### src/rtl/mem_access_unit.sv
// Load/store front-end between the CPU datapath and the Avalon bridge:
// builds lane data/byteenables, runs one bus access, returns load data.
module mem_access_unit #(
    parameter bit ALIGN_CHECK = 1'b1
) (
    input  logic        clk,
    input  logic        rst_n,
    input  logic        req_valid,
    output logic        req_ready,
    input  logic [3:0]  op,
    input  logic [31:0] addr,
    input  logic [31:0] rt_data,
    output logic        resp_valid,
    output logic [31:0] resp_data,
    output logic        addr_err,
    output logic [31:0] address,
    output logic [31:0] write_data,
    output logic [3:0]  byteenable,
    output logic        read_select,
    output logic        write_select,
    input  logic [31:0] read_data,
    input  logic        busy
);

    typedef enum logic [1:0] {IDLE, ISSUE, WAIT, RESP} state_t;

    localparam logic [3:0] OP_LB  = 4'd0;
    localparam logic [3:0] OP_LBU = 4'd1;
    localparam logic [3:0] OP_LH  = 4'd2;
    localparam logic [3:0] OP_LHU = 4'd3;
    localparam logic [3:0] OP_LW  = 4'd4;
    localparam logic [3:0] OP_LWL = 4'd5;
    localparam logic [3:0] OP_LWR = 4'd6;
    localparam logic [3:0] OP_SB  = 4'd8;
    localparam logic [3:0] OP_SH  = 4'd9;
    localparam logic [3:0] OP_SW  = 4'd10;
    localparam logic [3:0] OP_SWL = 4'd11;
    localparam logic [3:0] OP_SWR = 4'd12;

    state_t      state_q;
    logic [3:0]  op_q;
    logic [1:0]  k_q;
    logic [31:0] rt_q;
    logic        req_ready_q;
    logic        resp_valid_q;
    logic        addr_err_q;
    logic        rsel_q;
    logic        wsel_q;
    logic [31:0] resp_data_q;
    logic [31:0] address_q;
    logic [31:0] wdata_q;
    logic [3:0]  be_q;

    logic        legal_d;
    logic        store_d;
    logic        misalign_d;
    logic [1:0]  k_d;
    logic [3:0]  be_d;
    logic [31:0] wdata_d;
    logic [4:0]  sh_lo;
    logic [4:0]  sh_hi;

    // k_d is the lane actually used: half/word ops snap to their aligned lane
    always_comb begin
        legal_d    = 1'b1;
        store_d    = op[3];
        misalign_d = 1'b0;
        k_d        = addr[1:0];
        be_d       = 4'b1111;
        wdata_d    = rt_data;
        sh_lo      = {addr[1:0], 3'b000};
        sh_hi      = {~addr[1:0], 3'b000};
        unique case (op)
            OP_LB, OP_LBU: be_d = 4'b0001 << k_d;
            OP_SB: begin
                be_d    = 4'b0001 << k_d;
                wdata_d = {4{rt_data[7:0]}};
            end
            OP_LH, OP_LHU, OP_SH: begin
                misalign_d = ALIGN_CHECK && addr[0];
                k_d        = {addr[1], 1'b0};
                be_d       = addr[1] ? 4'b1100 : 4'b0011;
                if (op == OP_SH) wdata_d = {2{rt_data[15:0]}};
            end
            OP_LW, OP_SW: begin
                misalign_d = ALIGN_CHECK && (addr[1:0] != 2'b00);
                k_d        = 2'b00;
            end
            OP_LWL: be_d = 4'b1111 >> ~k_d;
            OP_LWR: be_d = 4'b1111 << k_d;
            OP_SWL: begin
                be_d    = 4'b1111 >> ~k_d;
                wdata_d = rt_data >> sh_hi;
            end
            OP_SWR: begin
                be_d    = 4'b1111 << k_d;
                wdata_d = rt_data << sh_lo;
            end
            default: legal_d = 1'b0;
        endcase
    end

    logic [31:0] load_d;
    logic [4:0]  lsh_lo;
    logic [4:0]  lsh_hi;
    logic [7:0]  lbyte;
    logic [15:0] lhalf;

    always_comb begin
        lsh_lo = {k_q, 3'b000};
        lsh_hi = {~k_q, 3'b000};
        lbyte  = 8'(read_data >> lsh_lo);
        lhalf  = k_q[1] ? read_data[31:16] : read_data[15:0];
        load_d = '0;
        unique case (op_q)
            OP_LB:   load_d = {{24{lbyte[7]}}, lbyte};
            OP_LBU:  load_d = {24'b0, lbyte};
            OP_LH:   load_d = {{16{lhalf[15]}}, lhalf};
            OP_LHU:  load_d = {16'b0, lhalf};
            OP_LW:   load_d = read_data;
            OP_LWL:  load_d = (read_data << lsh_hi)
                            | (rt_q & ~(32'hFFFF_FFFF << lsh_hi));
            OP_LWR:  load_d = (read_data >> lsh_lo)
                            | (rt_q & ~(32'hFFFF_FFFF >> lsh_lo));
            default: load_d = '0;
        endcase
    end

    always_ff @(posedge clk or negedge rst_n) begin
        if (!rst_n) begin
            state_q      <= IDLE;
            op_q         <= '0;
            k_q          <= '0;
            rt_q         <= '0;
            req_ready_q  <= 1'b1;
            resp_valid_q <= 1'b0;
            resp_data_q  <= '0;
            addr_err_q   <= 1'b0;
            address_q    <= '0;
            wdata_q      <= '0;
            be_q         <= 4'b1111;
            rsel_q       <= 1'b0;
            wsel_q       <= 1'b0;
        end else begin
            resp_valid_q <= 1'b0;
            rsel_q       <= 1'b0;
            wsel_q       <= 1'b0;
            unique case (state_q)
                IDLE: begin
                    if (req_valid) begin
                        op_q        <= op;
                        k_q         <= k_d;
                        rt_q        <= rt_data;
                        req_ready_q <= 1'b0;
                        if (!legal_d || misalign_d) begin
                            state_q      <= RESP;
                            resp_valid_q <= 1'b1;
                            addr_err_q   <= 1'b1;
                            resp_data_q  <= '0;
                        end else begin
                            state_q   <= ISSUE;
                            address_q <= {addr[31:2], 2'b00};
                            be_q      <= be_d;
                            wdata_q   <= wdata_d;
                            rsel_q    <= !store_d;
                            wsel_q    <= store_d;
                        end
                    end
                end
                ISSUE: state_q <= WAIT;
                WAIT: begin
                    if (!busy) begin
                        state_q      <= RESP;
                        resp_valid_q <= 1'b1;
                        addr_err_q   <= 1'b0;
                        resp_data_q  <= load_d;
                    end
                end
                RESP: begin
                    state_q     <= IDLE;
                    req_ready_q <= 1'b1;
                end
                default: state_q <= IDLE;
            endcase
        end
    end

    assign req_ready    = req_ready_q;
    assign resp_valid   = resp_valid_q;
    assign resp_data    = resp_data_q;
    assign addr_err     = addr_err_q;
    assign address      = address_q;
    assign write_data   = wdata_q;
    assign byteenable   = be_q;
    assign read_select  = rsel_q;
    assign write_select = wsel_q;

endmodule

### config.mk
export PLATFORM = sky130hd
export DESIGN_NAME = mem_access_unit
export DESIGN_NICKNAME = d
export VERILOG_FILES = /design/src/rtl/mem_access_unit.sv
export SDC_FILE = /design/constraint.sdc
export NUM_CORES = 1
export LEC_CHECK = 0
export ABC_AREA = 1
export BUFFER_PORTS_ARGS = -buffer_cell sky130_fd_sc_hd__buf_2
export CAP_MARGIN = 20
export CORE_ASPECT_RATIO = 0.7
export CORE_MARGIN = 2
export CORE_UTILIZATION = 30
export CTS_BUF_LIST = sky130_fd_sc_hd__clkbuf_4
export DETAILED_ROUTE_END_ITERATION = 8
export MAX_ROUTING_LAYER = met4
export PLACE_DENSITY_LB_ADDON = 0.2
export SLEW_MARGIN = 5
export SYNTH_ARGS = -nofsm -noshare
export SYNTH_HDL_FRONTEND = slang
export SYNTH_SLANG_ARGS = --single-unit
### constraint.sdc
create_clock -name clk -period 1.78 [get_ports clk]
set_clock_uncertainty 0.2 [all_clocks]
set_input_delay 0.267 -clock clk [delete_from_list [all_inputs] [get_ports clk]]
set_output_delay 0.267 -clock clk [all_outputs]
set_load 0.01 [all_outputs]
==> results.tsv <==
metric	value	unit
worstPathCellList	buf_12 > nand2_1 > nand3_2 > nand3_2 > nand2_2 > buf_4 > o21ai_0 > o21ai_2	
wl_per_cell	16.4	µm
crit_arrival	2.17	ns
area_growth	49.1	%
power.leakage	7.45	nW
vias	11100	
finalMaxSlewViolations	0	
fp-row-count	53	
dp_hpwl	27.2	mm
die_h	151	µm
synth_cells	1473	
cap_violations	0	
grt-busiest-layer	met2	
grtUsageMet3	4.77	%
multi_input_area	5160	µm²
layout-drive-gt1-share	26.7	%
hp-class	primary input to flop	
cts_buffers	17	
finalSetupViolCount	74	
cts_tree	done	
slowest_delay	0.50	ns
grt_max_degree	58	
yosysMostFrequentCell	nand2_1	
initial_core_util	30.8	%
cts_num_sinks	143	
critPathKind	flop to flop	
grt_pass1_vias	10300	
cpLargestDelayFamily	flip-flops	
grt_usage	23.5	%
antenna_found_initial	1	
powerDensity	1410	nW/µm²
ant_nets	0	
ys.flop_type	dfrtp_1	
ios	209	
drc	0	
core_area	30300	µm²
cp.required	2.12	ns
ys_ff_latch	143	
clockBufferDepth	2	
gr-usage-met1	33.4	%
first_pass_iters	5	
crit_buf_inv	2	
yosysWarnings	0	
rsz0062_at_grt	true	
fin_util	45.9	%
yosysTopAreaCellShare	37.1	%
timing.fmax	545	MHz
cp_common_cell	nand3_2	
die_x	215	µm
drtIter0Drc	868	
fin_crit	1.84	ns
syn_area_per_cell	6.33	µm²
netlist_top_cells_count	647 x nand2_1, 143 x nand3_1, 138 x dfrtp_1	
startpoint_type	flop	
use_met2	34.4	%
fin_crit_sh	103	%
htreeDepth	4	
drt-vias-per-instance	4.76	
clk_pin_slew	0.15	ns
root_buffer	clkbuf_4	
clock_latency	0.63	ns
failed_checks	negative setup slack	
cp-end-kind	flop	
place_congestion	0.931	
status	finished with violations	
synth_area_leaders	dfrtp_1 37%, nand2_1 26%, nand3_1 7.7%, o21ai_0 7.3%, nor2_1 4.6%	
seq_area_frac_synth	38.5	%
nNetsFinal	2003	
overflow	0	
io_buffers	206	
grt_pass1_wl	57.4	mm
ir_worst_vdd	0.799	mV
synth.distinct_cells	33	
die-area	32500	µm²
post-synth-top-area-cell	dfrtp_1	
cp_slowest_cell	dfrtp_2	
synth_enable_flop_cells	0	
drt_wl_total	38.0	mm
hold_viol_final	0	
ff_latch_area	3590	µm²
finalWorstSetupSlack	-0.0562	ns
async_flop_share	100	%
netlist_area	9320	µm²
nFillCells	3218	
cp_max_fo	6	
setup_tns	-1.58	ns
## registers in the layout, summed over array words and instances, names as in the netlist
signal	flops
byteenable	4
k_q	2
state_q	2
addr_err	1
read_select	1
resp_data	32
write_data	32
resp_valid	1
req_ready	1
rt_q	32
write_select	1
op_q	4
address	30
## metal layers
| metal | routed length (µm) | share of wire, % |
|---|---|---|
| met2 | 16500 | 43 |
| met4 | 383 | 1.0 |
| met1 | 18700 | 49 |
| met3 | 2370 | 6.2 |
| met5 | 0 | 0 |
## cells by family (layout without fill, tap and decap cells)
family / count (synthesis) / in the layout / share of synthesized area [%]
AND/OR/NAND/NOR: 939 / 939 / 41.1
other: 1 / 4 / 0.0402
adder cells (fa/ha/maj): 3 / 3 / 0.403
buffers and inverters: 180 / 615 / 8.42
flip-flops: 143 / 143 / 38.5
AO/OA/AOI/OAI: 207 / 207 / 11.6
## path summary, 6_finish.rpt
kind                          startpoint             to  slack (ns)  depth (start not counted)
max                               k_q[0]  resp_data[23]       -0.06                          8
min                        read_data[13]  resp_data[13]        0.03                          7
max reg2reg                       k_q[0]  resp_data[23]       -0.06                          8
min reg2reg                  address[16]    address[16]        0.28                          2
max in group asynchronous          rst_n  byteenable[0]        0.51                          4
min in group asynchronous          rst_n    address[25]        0.55                          4
## per-stage QoR
step | cell area [µm²] | instances | total power [mW] | worst slack [ns] | hold WS (ns)
2_1_floorplan | 9320 | 1474 | 11.0 | 0.00310 | -0.229
5_1_grt | 13900 | 2322 | 21.2 | -0.145 | 0.0277
4_1_cts | 13600 | 2310 | 18.9 | -0.0412 | 0.000745
6_report | 13900 | 2323 | 19.6 | -0.0562 | 0.0287
3_3_place_gp | 11900 | 2166 | 15.1 | -0.230 | -0.0215
3_5_place_dp | 11900 | 2166 | 15.2 | -0.230 | -0.0192
## report_power, final
part | total [mW] | leakage [nW] | switching, mW | internal (mW)
Combinational | 11.9 | 5.51 | 6.60 | 5.28
Sequential | 5.58 | 1.82 | 0.917 | 4.67
Clock | 2.08 | 0.127 | 1.49 | 0.594
Total | 19.6 | 7.45 | 9.01 | 10.5
## cell usage in the layout (no fill, tap or decap), types with 9 or more instances in the layout
cell,n
dfrtp_1,135
nand3_1,140
nor2_1,112
inv_2,9
a21oi_1,25
buf_12,25
buf_4,133
clkbuf_4,17
nand4_1,12
o21ai_0,118
buf_6,15
inv_1,82
or2_2,11
nand2_2,18
buf_2,200
o21ai_1,31
nand2_1,627
o21ai_2,18
dlygate4sd3_1,100
## final cells by class
class                   instances  area share, %
clock buffers                  17          0.918
clock inverters                15          0.927
multi-input cells            1151           37.1
diodes                          2         0.0360
flip-flops and latches        143           25.8
inverters                      97           2.71
well taps                     412           3.71
repair buffers                486           28.7
## worst register-to-register path: cells and delay by family (launching register included)
kind	cells	cell delay (ns)
DFF	1	0.50
buffers and inverters	2	0.34
and+or+nand+nor	4	0.44
AOI/OAI and AO/OA	2	0.27
## repair_timing
action	CTS	global route
hold buffers	101	0
cloned	5	4
buffers inserted	6	7
resized for setup	52	55
hold endpoints to repair	276	0
setup endpoints to repair	97	139
pin swaps	6	9
Note: power is estimated with default switching activity, not from simulation.
